==> config.mk <==
export PLATFORM = sky130hd
export DESIGN_NAME = coef_ram_arbiter_flat
export DESIGN_NICKNAME = d
export VERILOG_FILES = /design/src/rtl/coef_ram_arbiter_if.sv /design/src/rtl/coef_ram_arbiter.sv /design/src/flat_wrapper.sv
export SDC_FILE = /design/constraint.sdc
export NUM_CORES = 1
export LEC_CHECK = 0
export CAP_MARGIN = 20
export CORE_MARGIN = 10
export CORE_UTILIZATION = 52
export CTS_CLUSTER_DIAMETER = 40
export DETAILED_ROUTE_END_ITERATION = 16
export PLACE_DENSITY = 0.8
export SETUP_SLACK_MARGIN = 0.5
export SYNTH_ARGS = -nofsm -noshare
export SYNTH_HDL_FRONTEND = slang
export SYNTH_SLANG_ARGS = --single-unit
==> constraint.sdc <==
create_clock -name clk -period 2.7 [get_ports clk]
set_clock_uncertainty 0.05 [all_clocks]
set_input_delay 0.54 -clock clk [delete_from_list [all_inputs] [get_ports clk]]
set_output_delay 0.54 -clock clk [all_outputs]
set_load 0.1 [all_outputs]
==> src/rtl/coef_ram_arbiter_if.sv <==
// Bus bundle for the FIR coefficient RAM arbiter: SPI write side, FIR read side,
// RAM port and status. The arbiter uses the slave modport.
interface coef_ram_arbiter_if #(
    parameter int NUM_OF_FILTERS = 4,
    parameter int COEF_ADDR_BITS = 9,
    parameter int COEF_WIDTH     = 16,
    parameter int PEND_DEPTH     = 4
);
    localparam int FILT_BITS = $clog2(NUM_OF_FILTERS);
    localparam int ADDR_BITS = FILT_BITS + COEF_ADDR_BITS;
    localparam int CNT_BITS  = $clog2(PEND_DEPTH) + 1;

    logic                      coef_sel_stb;
    logic [7:0]                coef_select;
    logic [FILT_BITS-1:0]      filter_sel;
    logic [COEF_ADDR_BITS-1:0] num_coefs;
    logic                      coef_wr_stb;
    logic [COEF_WIDTH-1:0]     coef_wr_data;
    logic                      fir_rd_req;
    logic [ADDR_BITS-1:0]      fir_rd_addr;
    logic                      fir_rd_valid;
    logic [COEF_WIDTH-1:0]     fir_rd_data;
    logic                      ram_en;
    logic                      ram_we;
    logic [ADDR_BITS-1:0]      ram_addr;
    logic [COEF_WIDTH-1:0]     ram_wdata;
    logic [COEF_WIDTH-1:0]     ram_rdata;
    logic                      clear_ovf;
    logic [CNT_BITS-1:0]       pend_count;
    logic                      ovf_flag;
    logic                      busy;

    modport slave (
        input  coef_sel_stb, coef_select, filter_sel, num_coefs, coef_wr_stb,
               coef_wr_data, fir_rd_req, fir_rd_addr, ram_rdata, clear_ovf,
        output fir_rd_valid, fir_rd_data, ram_en, ram_we, ram_addr, ram_wdata,
               pend_count, ovf_flag, busy
    );

    modport master (
        output coef_sel_stb, coef_select, filter_sel, num_coefs, coef_wr_stb,
               coef_wr_data, fir_rd_req, fir_rd_addr, ram_rdata, clear_ovf,
        input  fir_rd_valid, fir_rd_data, ram_en, ram_we, ram_addr, ram_wdata,
               pend_count, ovf_flag, busy
    );
endinterface

==> src/rtl/coef_ram_arbiter.sv <==
// Single-port coefficient RAM arbiter: FIR reads always win, SPI writes are queued
// in a small FIFO with an auto-incrementing index and drained in free cycles.
module coef_ram_arbiter #(
    parameter int NUM_OF_FILTERS = 4,
    parameter int COEF_ADDR_BITS = 9,
    parameter int COEF_WIDTH     = 16,
    parameter int PEND_DEPTH     = 4
) (
    input logic clk,
    input logic reset,
    coef_ram_arbiter_if.slave bus
);
    localparam int FILT_BITS = $clog2(NUM_OF_FILTERS);
    localparam int ADDR_BITS = FILT_BITS + COEF_ADDR_BITS;
    localparam int CNT_BITS  = $clog2(PEND_DEPTH) + 1;
    localparam int PTR_BITS  = $clog2(PEND_DEPTH);

    typedef enum logic [1:0] {IDLE, FIR_RD, SPI_WR} state_t;

    state_t                    state_q, state_d;
    logic [ADDR_BITS+COEF_WIDTH-1:0] fifo_mem [PEND_DEPTH];
    logic [PTR_BITS-1:0]       wr_ptr_q, wr_ptr_d, rd_ptr_q, rd_ptr_d;
    logic [CNT_BITS-1:0]       count_q, count_d;
    logic [COEF_ADDR_BITS-1:0] wr_idx_q, wr_idx_d, last_idx;
    logic                      ovf_q, ovf_d;
    logic                      busy_q;
    logic [COEF_WIDTH-1:0]     rd_data_q, rd_data_d;
    logic                      full, push, pop;
    logic [ADDR_BITS-1:0]      head_addr;
    logic [COEF_WIDTH-1:0]     head_data;
    logic                      ram_en_d, ram_we_d;
    logic [ADDR_BITS-1:0]      ram_addr_d;
    logic [COEF_WIDTH-1:0]     ram_wdata_d;

    assign {head_addr, head_data} = fifo_mem[rd_ptr_q];

    // The decision is made combinationally so a FIR read hits the RAM in its own cycle;
    // reset forces IDLE so nothing reaches the RAM while it is held.
    always_comb begin
        state_d     = IDLE;
        ram_en_d    = 1'b0;
        ram_we_d    = 1'b0;
        ram_addr_d  = '0;
        ram_wdata_d = '0;
        if (!reset) begin
            if (bus.fir_rd_req)
                state_d = FIR_RD;
            else if (count_q != '0)
                state_d = SPI_WR;
        end
        case (state_d)
            FIR_RD: begin
                ram_en_d   = 1'b1;
                ram_addr_d = bus.fir_rd_addr;
            end
            SPI_WR: begin
                ram_en_d    = 1'b1;
                ram_we_d    = 1'b1;
                ram_addr_d  = head_addr;
                ram_wdata_d = head_data;
            end
            default: ;
        endcase
    end

    always_comb begin
        full     = (count_q == CNT_BITS'(PEND_DEPTH));
        push     = bus.coef_wr_stb && !full;
        pop      = (state_d == SPI_WR);
        wr_ptr_d = push ? wr_ptr_q + PTR_BITS'(1) : wr_ptr_q;
        rd_ptr_d = pop  ? rd_ptr_q + PTR_BITS'(1) : rd_ptr_q;

        count_d = count_q;
        if (push && !pop)
            count_d = count_q + CNT_BITS'(1);
        else if (pop && !push)
            count_d = count_q - CNT_BITS'(1);

        // num_coefs == 0 stands for a full 2^COEF_ADDR_BITS table
        last_idx = (bus.num_coefs == '0) ? '1 : bus.num_coefs - COEF_ADDR_BITS'(1);
        wr_idx_d = wr_idx_q;
        if (push)
            wr_idx_d = (wr_idx_q == last_idx) ? '0 : wr_idx_q + COEF_ADDR_BITS'(1);
        if (bus.coef_sel_stb)
            wr_idx_d = COEF_ADDR_BITS'(bus.coef_select);

        ovf_d = ovf_q;
        if (bus.clear_ovf)
            ovf_d = 1'b0;
        if (bus.coef_wr_stb && full)
            ovf_d = 1'b1;

        rd_data_d = (state_q == FIR_RD) ? bus.ram_rdata : rd_data_q;
    end

    always_ff @(posedge clk or posedge reset) begin
        if (reset) begin
            state_q   <= IDLE;
            wr_ptr_q  <= '0;
            rd_ptr_q  <= '0;
            count_q   <= '0;
            wr_idx_q  <= '0;
            ovf_q     <= 1'b0;
            busy_q    <= 1'b0;
            rd_data_q <= '0;
        end else begin
            state_q   <= state_d;
            wr_ptr_q  <= wr_ptr_d;
            rd_ptr_q  <= rd_ptr_d;
            count_q   <= count_d;
            wr_idx_q  <= wr_idx_d;
            ovf_q     <= ovf_d;
            busy_q    <= (count_d != '0);
            rd_data_q <= rd_data_d;
        end
    end

    always_ff @(posedge clk) begin
        if (push)
            fifo_mem[wr_ptr_q] <= {bus.filter_sel, wr_idx_q, bus.coef_wr_data};
    end

    assign bus.ram_en       = ram_en_d;
    assign bus.ram_we       = ram_we_d;
    assign bus.ram_addr     = ram_addr_d;
    assign bus.ram_wdata    = ram_wdata_d;
    assign bus.fir_rd_valid = (state_q == FIR_RD);
    assign bus.fir_rd_data  = rd_data_d;
    assign bus.pend_count   = count_q;
    assign bus.ovf_flag     = ovf_q;
    assign bus.busy         = busy_q;
endmodule

==> src/flat_wrapper.sv <==
// flat-port wrapper written by rule: the top's interface ports become plain ports
module coef_ram_arbiter_flat 
#(
    parameter int NUM_OF_FILTERS = 4,
    parameter int COEF_ADDR_BITS = 9,
    parameter int COEF_WIDTH     = 16,
    parameter int PEND_DEPTH     = 4
)
  (clk, reset, bus_coef_sel_stb, bus_coef_select, bus_filter_sel, bus_num_coefs, bus_coef_wr_stb, bus_coef_wr_data, bus_fir_rd_req, bus_fir_rd_addr, bus_ram_rdata, bus_clear_ovf, bus_fir_rd_valid, bus_fir_rd_data, bus_ram_en, bus_ram_we, bus_ram_addr, bus_ram_wdata, bus_pend_count, bus_ovf_flag, bus_busy);
  coef_ram_arbiter_if #(.NUM_OF_FILTERS(NUM_OF_FILTERS), .COEF_ADDR_BITS(COEF_ADDR_BITS), .COEF_WIDTH(COEF_WIDTH), .PEND_DEPTH(PEND_DEPTH)) bus_i ();
  input logic clk;
  input logic reset;
  input wire logic [$bits(bus_i.coef_sel_stb)-1:0] bus_coef_sel_stb;
  input wire logic [$bits(bus_i.coef_select)-1:0] bus_coef_select;
  input wire logic [$bits(bus_i.filter_sel)-1:0] bus_filter_sel;
  input wire logic [$bits(bus_i.num_coefs)-1:0] bus_num_coefs;
  input wire logic [$bits(bus_i.coef_wr_stb)-1:0] bus_coef_wr_stb;
  input wire logic [$bits(bus_i.coef_wr_data)-1:0] bus_coef_wr_data;
  input wire logic [$bits(bus_i.fir_rd_req)-1:0] bus_fir_rd_req;
  input wire logic [$bits(bus_i.fir_rd_addr)-1:0] bus_fir_rd_addr;
  input wire logic [$bits(bus_i.ram_rdata)-1:0] bus_ram_rdata;
  input wire logic [$bits(bus_i.clear_ovf)-1:0] bus_clear_ovf;
  output wire logic [$bits(bus_i.fir_rd_valid)-1:0] bus_fir_rd_valid;
  output wire logic [$bits(bus_i.fir_rd_data)-1:0] bus_fir_rd_data;
  output wire logic [$bits(bus_i.ram_en)-1:0] bus_ram_en;
  output wire logic [$bits(bus_i.ram_we)-1:0] bus_ram_we;
  output wire logic [$bits(bus_i.ram_addr)-1:0] bus_ram_addr;
  output wire logic [$bits(bus_i.ram_wdata)-1:0] bus_ram_wdata;
  output wire logic [$bits(bus_i.pend_count)-1:0] bus_pend_count;
  output wire logic [$bits(bus_i.ovf_flag)-1:0] bus_ovf_flag;
  output wire logic [$bits(bus_i.busy)-1:0] bus_busy;
  assign bus_i.coef_sel_stb = bus_coef_sel_stb;
  assign bus_i.coef_select = bus_coef_select;
  assign bus_i.filter_sel = bus_filter_sel;
  assign bus_i.num_coefs = bus_num_coefs;
  assign bus_i.coef_wr_stb = bus_coef_wr_stb;
  assign bus_i.coef_wr_data = bus_coef_wr_data;
  assign bus_i.fir_rd_req = bus_fir_rd_req;
  assign bus_i.fir_rd_addr = bus_fir_rd_addr;
  assign bus_i.ram_rdata = bus_ram_rdata;
  assign bus_i.clear_ovf = bus_clear_ovf;
  assign bus_fir_rd_valid = bus_i.fir_rd_valid;
  assign bus_fir_rd_data = bus_i.fir_rd_data;
  assign bus_ram_en = bus_i.ram_en;
  assign bus_ram_we = bus_i.ram_we;
  assign bus_ram_addr = bus_i.ram_addr;
  assign bus_ram_wdata = bus_i.ram_wdata;
  assign bus_pend_count = bus_i.pend_count;
  assign bus_ovf_flag = bus_i.ovf_flag;
  assign bus_busy = bus_i.busy;
  coef_ram_arbiter #(.NUM_OF_FILTERS(NUM_OF_FILTERS), .COEF_ADDR_BITS(COEF_ADDR_BITS), .COEF_WIDTH(COEF_WIDTH), .PEND_DEPTH(PEND_DEPTH)) u_core (.clk(clk), .reset(reset), .bus(bus_i));
endmodule
* After elaboration in Yosys (flattened, before gate mapping) *
Memories as Yosys holds them, arrays and structs flattened.
Index checks and enable logic that the tools add are counted.

storage, ports and cells
  word-level logic and storage cells = 51
  register bits after elaboration = 36
  bits in writable memories = 108
  input bits = 68
  memories = 1

memory list
  memory           depth  width  read ports  clocked after Yosys merged registers in  write ports  line                    source
  u_core.fifo_mem  4      27     1           0                                        1            coef_ram_arbiter.sv:21  logic [ADDR_BITS+COEF_WIDTH-1:0] fifo_mem [PEND_DEPTH];

operators by class
  equal/unequal tests = 5
  multiplexer cells = 18
  reductions and logical operators = 13
  add/subtract/negate cells = 6

operators by type and width
  operator                                              count
  two-way mux 9 bit                                     4
  two-way mux 16 bit                                    2
  case mux 11 bit (2 select lines)                      1
  adder 9 x 1 -> 9 bit (second input constant)          1
  equality test 9 bit                                   1
  zero test 9 bit                                       1
  subtractor 9 x 1 -> 9 bit (second input constant)     1
  two-way mux 1 bit                                     6
  two-way mux 2 bit                                     3
  two-way mux 3 bit                                     2
  nonzero test 3 bit                                    2
  adder 2 x 1 -> 2 bit (second input constant)          2
  equality test 2 x 1 -> 1 bit (second input constant)  2
  logical AND 1 bit                                     4
  nonzero test 2 bit                                    2
  adder 3 x 1 -> 3 bit (second input constant)          1
  equality test 3 bit (second input constant)           1
  zero test 1 bit                                       3
  subtractor 3 x 1 -> 3 bit (second input constant)     1
  equality test 2 bit (second input constant)           1
  OR reduction 2 bit                                    1

* Depth between registers and ports, before layout *
Gate-level depths: netlist (run 1).

  depth after elaboration = 9
  depth in mapped cells = 10

* Worst setup path before layout (run 1) *
No wires, ideal clock.

  kind = reg-to-output
  start = reg u_core.count_q[0], in the netlist u_core.bus.pend_count[0]
  end = out bus_ram_wdata[10]
  stages on the path, launching flop included = 9
  buffers on the path = 2
  arrival time = 3913 ps
  slack = -1803 ps
  cell sequence = dfrtp_1 -> inv_1 -> ha_1 -> nor2b_1 -> or3_1 -> clkbuf_1 -> inv_1 -> clkbuf_1 -> and2_1

between the ends
  word-level cells in the longest chain between the ends = 6

ends and longest elaborated chain
  item                    line                     source
  from (decl)             coef_ram_arbiter.sv:23   logic [CNT_BITS-1:0] count_q, count_d;
  from (signal assigned)  coef_ram_arbiter.sv:110  count_q <= count_d;
  nonzero test 3 bit      coef_ram_arbiter.sv:48   else if (count_q != '0)
  two-way mux 2 bit       coef_ram_arbiter.sv:48
  two-way mux 2 bit       coef_ram_arbiter.sv:46   if (bus.fir_rd_req)
  two-way mux 2 bit       coef_ram_arbiter.sv:45   if (!reset) begin
  equality test 2 bit     coef_ram_arbiter.sv:51   case (state_d)
  two-way mux 16 bit      coef_ram_arbiter.sv:51
  to (decl)               flat_wrapper.sv:28       output wire logic [$bits(bus_i.ram_wdata)-1:0] bus_ram_wdata;

No other way between the ends.

* Worst setup path in the final report (run 1) *
  start = reg u_core.count_q[0], in the netlist u_core.bus.pend_count[0]
  end = out bus_ram_addr[2]

between the ends
  word-level cells in the longest chain between the ends = 6
  elaborated cells on any way between the ends = 7
  those cells by class = eq/ne (2); mux (4); reduce/logical (1)

ends and longest elaborated chain
  item                                                                        line                    source
  nonzero test 3 bit (*)                                                      coef_ram_arbiter.sv:48
  two-way mux 2 bit (*)                                                       coef_ram_arbiter.sv:48
  two-way mux 2 bit (*)                                                       coef_ram_arbiter.sv:46
  two-way mux 2 bit (*)                                                       coef_ram_arbiter.sv:45
  equality test 2 bit / equality test 2 x 1 -> 1 bit (equally long branches)  coef_ram_arbiter.sv:51
  case mux 11 bit (2 select lines) (*)                                        coef_ram_arbiter.sv:51
  to (decl)                                                                   flat_wrapper.sv:27      output wire logic [$bits(bus_i.ram_addr)-1:0] bus_ram_addr;

Every way passes the cells marked *; elsewhere a longest branch is shown, timed or not.

==> results of run 1 <==
-- how the worst max path moves through the flow --
stage,startpoint,to,slack (ns),depth (start not counted)
finish,u_core.bus.pend_count[0],bus_ram_addr[2],-0.06,8
global route,u_core.bus.pend_count[0],bus_ram_addr[1],-0.1,8
CTS,u_core.bus.pend_count[0],bus_ram_wdata[5],-0.02,8
detailed placement,bus_num_coefs[0],u_core.wr_idx_q[7],-0.48,8
global placement,bus_num_coefs[0],u_core.wr_idx_q[7],-0.39,8
floorplan,u_core.bus.pend_count[1],bus_ram_wdata[0],-0.07,9
-- registers in the layout (all words and copies together), names as in the netlist --
name / flops
u_core.bus.busy: 1
u_core.bus.pend_count: 3
u_core.fifo_mem: 108
u_core.wr_idx_q: 9
u_core.bus.ovf_flag: 1
u_core.rd_ptr_q: 2
u_core.rd_data_q: 16
u_core.wr_ptr_q: 2
u_core.state_q: 2
-- stage by stage --
step,cell area (um2),util (%)
after floorplan,6554,-
after global placement,8506,71.11
after detailed placement,8506,71.11
after CTS,9558,79.91
after global routing,9729,81.34
final,9729,81.34
-- report_power, final --
part           internal, mW  switching (mW)  total (mW)
Clock                  1.28           0.881        2.16
Combinational          2.05            2.80        4.85
Sequential             2.95           0.296        3.25
-- final cells by class --
cell class	count	share of cell area, %
clock inverters	11	0.9388
clock buffers	21	4.630
well taps	147	1.890
inverters	11	0.6044
multi-input cells	221	25.21
flip-flops and latches	144	42.72
repair buffers	187	24.01
-- cells in the final DEF (no fill, tap or decap), types with 11 or more instances in the layout --
cell             count
a22o_4              11
and2_4              17
buf_12              53
buf_4               57
clkbuf_16           18
clkdlybuf4s50_1     61
dfrtp_1             32
edfxtp_1           108
mux2_4              16
mux4_2              27
nand2_1             16
-- layer usage --
| metal | up-vias | part of all wire, % |
|---|---|---|
| li1 | 1923 | - |
| met1 | 2266 | 38 |
| met2 | 214 | 53 |
| met3 | 54 | 5.1 |
| met4 | 2 | 3.5 |
| met5 | - | 0.063 |
-- what timing repair did --
action	in CTS	in global routing
gates resized for setup	68	18
hold buffers	0	0
gates cloned	5	1
pin swaps	23	17
buffers inserted	22	8
endpoints found under the setup margin	55	57
-- cell families after synthesis --
family	synth area share, %
compound gates	6.085
buf+inv	2.272
simple gates	9.977
mux	12.60
xor+xnor	1.659
flops	65.43
fa+ha+maj	1.976
-- critical path, stage by stage, from the launching register on --
cell	delay, ns
dfrtp_4	0.50
inv_4	0.08
ha_4	0.14
nor2b_4	0.16
or3_4	0.19
clkinv_8	0.10
clkbuf_16	0.17
a22o_4	0.23
buf_12	0.16
==> results_dict.tcl, run 1 <==
set metrics [dict create \
    finalWorstSetupSlack_ns -0.06140 \
    hpwl_mm 10.80 \
    grtUsageMet3_pct 4.178 \
    whs_endpoint "u_core.rd_data_q[14]" \
    dieArea_mm2 0.01699 \
    yosys_most_used_dff "edfxtp_1" \
    clkTransAtPathRegs_ns 0.06 \
    post-route-period-util_pct 102.3 \
    synth_nets 475 \
    fmaxAchievable_ghz 0.3621 \
    status "finished with violations" \
    tightest_slew_ns 0.5903 \
    area_growth_pct 53.62 \
    grt_max_degree 28 \
    root_buffer "clkbuf_16" \
    final_max_slew_viol_count 0 \
    drt-initial-drc-count 381 \
    relSlewSlack_pct 60.10 \
    finalSetupViolCount 28 \
    ys_seq_area_share_pct 65.43 \
    synth_edf_count 108 \
    cts_sinks 144 \
    cp.arrival_ns 2.17 \
    vias_per_cell 6.009 \
    die_w_um 130.4 \
    multiInputGateArea_mm2 0.002452 \
    diodes 0 \
    cts_buffers 17 \
    regToRegSetupSlack_ns 0.03 \
    pre_cts_ws_ns -0.4839 \
    start_kind "flop" \
    power_density_mw_per_mm2 1055 \
    antenna_found_initial 1 \
    place_congestion 0.8054 \
    required_ns 2.11 \
    leakage_nw 3.759 \
    synth_most_common_cell "edfxtp_1" \
    crit_fanout 5 \
    coreArea_mm2 0.01196 \
    synthArstFlopShare_pct 25.00 \
    ant_nets 0 \
    hold-worst-slack_ns 0.4667 \
    final_net_count 660 \
    routed_wl_mm 18.90 \
    start_util_pct 52.95 \
    fin_crit_ns 2.761 \
    synth_area_leaders "edfxtp_1 (51%), dfrtp_1 (14%), mux4_2 (9.6%)" \
    row_count 40 \
    ios 119 \
    use_met2_pct 38.82 \
    drive_above_1_share_pct 44.54 \
    whs_path_depth 1 \
    violations "negative setup slack" \
    clock_latency_ns 0.41 \
    p_total_mw 10.26 \
    fin_cells 742 \
    synth-seq-cells 144 \
    clockBufferDepth 2 \
    cts_tree "done" \
    max_cap_violations 0 \
    grt_pass1_vias 4713 \
    worstHoldStart "u_core.rd_data_q[14]" \
    critPathKind "flop to output pin" \
    syn_inst 397 \
    drc 0 \
    dp_cells 674 \
    hold_viol_final 0 \
    via_count 4459 \
    nFillCells 588 \
    fin_setup_tns_ns -0.8884 \
    r2r_cells 12 \
    grtUsageMet1_pct 25.82 \
    top_usage_layer "met2" \
    r2r-start "u_core.bus.pend_count[0]" \
    die_h_um 130.4 \
    postSynthAreaPerCell_um2 15.95 \
    grt_remaining_overflow 0 \
    htree_levels 4 \
    min_path_type "flop to flop" \
    end_kind "output pin" \
    rr_endpoint "u_core.bus.busy" \
    synthTopCellsByCount "edfxtp_1 (108), dfrtp_1 (36), mux4_2 (27), nand2_1 (17)" \
    synth.distinct_cells 55 \
    seq_area_mm2 0.004156 \
    synth_top_cell_area_share_pct 51.21 \
    ir_worst_vdd_mv 0.5111 \
    rsz0062_at_grt "true" \
    synth_area_mm2 0.006334 \
    first_pass_iters 5 \
    grt_pass1_wl_mm 27.91 \
    yosys.area.top_type "edfxtp_1" \
    routedWlPerCell_um 25.47 \
    gr-usage-all-layers_pct 22.06 \
    synth-warning-count 0 \
    portBuffers 118 \
]
Power figures use the tool's default switching activity.
==> run 2: changes to the inputs <==
--- a/config.mk
+++ b/config.mk
@@ -5,12 +5,10 @@
 export SDC_FILE = /design/constraint.sdc
 export NUM_CORES = 1
 export LEC_CHECK = 0
-export CAP_MARGIN = 20
 export CORE_MARGIN = 10
-export CORE_UTILIZATION = 52
+export CORE_UTILIZATION = 35
 export CTS_CLUSTER_DIAMETER = 40
 export DETAILED_ROUTE_END_ITERATION = 16
-export PLACE_DENSITY = 0.8
 export SETUP_SLACK_MARGIN = 0.5
 export SYNTH_ARGS = -nofsm -noshare
 export SYNTH_HDL_FRONTEND = slang
==> results_dict.tcl, run 2 (same netlist as run 1, synthesis figures left out) <==
set metrics [dict create \
    coreArea_mm2 0.01790 \
    grt_remaining_overflow 0 \
    dieArea_mm2 0.02388 \
    diodes 0 \
    vias_per_cell 5.039 \
    tightest_slew_ns 0.5011 \
    top_regs "u_core.fifo_mem: 108 flops, u_core.rd_data_q: 16 flops, u_core.wr_idx_q: 9 flops" \
    place_congestion 0.8068 \
    via_count 4162 \
    antenna_found_initial 0 \
    min_path_type "flop to flop" \
    start_util_pct 35.38 \
    drc 0 \
    grt_max_degree 28 \
    fmaxAchievable_ghz 0.3618 \
    end_kind "output pin" \
    die_w_um 154.5 \
    rsz0062_at_grt "true" \
    dp_cells 758 \
    hold_viol_final 0 \
    cts_tree "done" \
    cts_buffers 17 \
    row_count 49 \
    clock_latency_ns 0.42 \
    ios 119 \
    max_cap_violations 0 \
    critPathKind "flop to output pin" \
    start_kind "flop" \
    routedWlPerCell_um 19.97 \
    first_pass_iters 4 \
    p_total_mw 10.31 \
    grt_pass1_wl_mm 25.39 \
    fin_crit_ns 2.764 \
    finalSetupViolCount 29 \
    ir_worst_vdd_mv 0.6023 \
    critical_path.max_stage_delay_ns 0.43 \
    final_net_count 663 \
    final_cell_mix "edfxtp_1 (108), clkdlybuf4s50_1 (59), buf_12 (59), buf_4 (50), dfrtp_1 (32)" \
    largest_reg_flops 108 \
    leakage_nw 3.819 \
    ant_nets 0 \
    fin_cells 826 \
    critPathSlowestCell "dfrtp_4" \
    final_max_slew_viol_count 0 \
    drt-initial-drc-count 180 \
    die_h_um 154.5 \
    cpMostUsedCell "buf_12" \
    cp.arrival_ns 2.17 \
    finalWorstSetupSlack_ns -0.06377 \
    gr-usage-all-layers_pct 13.68 \
    drive_above_1_share_pct 45.90 \
    grt_pass1_vias 4498 \
    clkTransAtPathRegs_ns 0.06 \
    critical_path.cell_chain "inv_4 > ha_4 > nor2b_4 > or3_4 > inv_8 > buf_6 > buf_12 > a22o_2 > buf_12" \
    mostFrequentLayoutCell "edfxtp_1" \
    relSlewSlack_pct 66.49 \
    power_density_mw_per_mm2 1032 \
    pre_cts_ws_ns -0.5895 \
    area_growth_pct 57.72 \
    portBuffers 118 \
    hpwl_mm 10.85 \
    root_buffer "clkbuf_16" \
    ctsHoldBuffers 0 \
    cts_sinks 144 \
    cp.buffers_inverters 5 \
    routed_wl_mm 16.49 \
    status "finished with violations" \
    crit_fanout 10 \
    required_ns 2.11 \
    clockBufferDepth 2 \
    hold-worst-slack_ns 0.4673 \
    violations "negative setup slack" \
    crit_family "buffers and inverters" \
    top_register "u_core.fifo_mem" \
    post-route-period-util_pct 102.4 \
    htree_levels 4 \
]
## run 2: cell count changes in the layout (fill, tap and decap cells not counted), sizes merged
cell / change
buf: +3
clkinv: -1
clkinvlp: -1
clkbuf: -2
clkdlybuf4s50: -2
bufinv: +3
dlygate4sd2: +1
dlymetal6s2s: +1
## run 2: worst register-to-register path: cells and delay by family (launching register included)
kind | cells | cell delay, ns
compound gates | 1 | 0.19
xor+xnor | 1 | 0.17
simple gates | 4 | 0.93
fa+ha+maj | 1 | 0.15
buf+inv | 7 | 0.69
flops | 1 | 0.43
## run 2: timing repair
action                     CTS  global route
gates cloned                 4             2
pin swaps                   21            23
gates resized for setup     67            23
setup endpoints to repair   54            56
buffers inserted            19            12
## run 2: final timing paths
kind / start / endpoint / slack (ns) / depth (start not counted)
worst min register to register: u_core.rd_data_q[10] / u_core.rd_data_q[10] / 0.47 / 1
max in group asynchronous: reset / u_core.rd_ptr_q[0] / 1.49 / 4
worst max register to register: u_core.bus.pend_count[0] / u_core.bus.busy / -0.01 / 14
worst min-delay path: u_core.rd_data_q[10] / u_core.rd_data_q[10] / 0.47 / 1
worst max-delay path: u_core.bus.pend_count[0] / bus_ram_addr[10] / -0.06 / 9
min in group asynchronous: reset / u_core.rd_data_q[12] / 0.54 / 3
## run 2: per-layer routing
metal	track usage, %	routed length, um	vias up
met5	0	0	-
met1	15.22	6554	2110
met4	4.633	259	0
li1	-	-	1931
met3	3.550	676	20
met2	24.69	9004	101
## run 2: layout make-up
type	instances	area [um2]
Sequential cell	144	4156
Multi-Input combinational cell	221	2464
Fill cell	1389	7913
Timing Repair Buffer	190	2429
Clock inverter	12	167.7
Clock buffer	19	432.9
Inverter	11	53.80
Tap cell	229	286.5
## run 2: power breakdown
group | switching, mW | internal, mW
combinational | 2.72 | 2.06
sequential | 0.224 | 2.95
clock | 0.834 | 1.53
## run 2: through the flow
step / cell area (um2) / setup TNS, ns / utilization (%)
after floorplan: 6554 / -1.115 / -
after global placement: 8691 / -3.206 / 48.55
after detailed placement: 8691 / -4.635 / 48.55
after CTS: 9742 / -1.443 / 54.42
after global routing: 9990 / -2.793 / 55.80
final: 9990 / -1.008 / 55.80
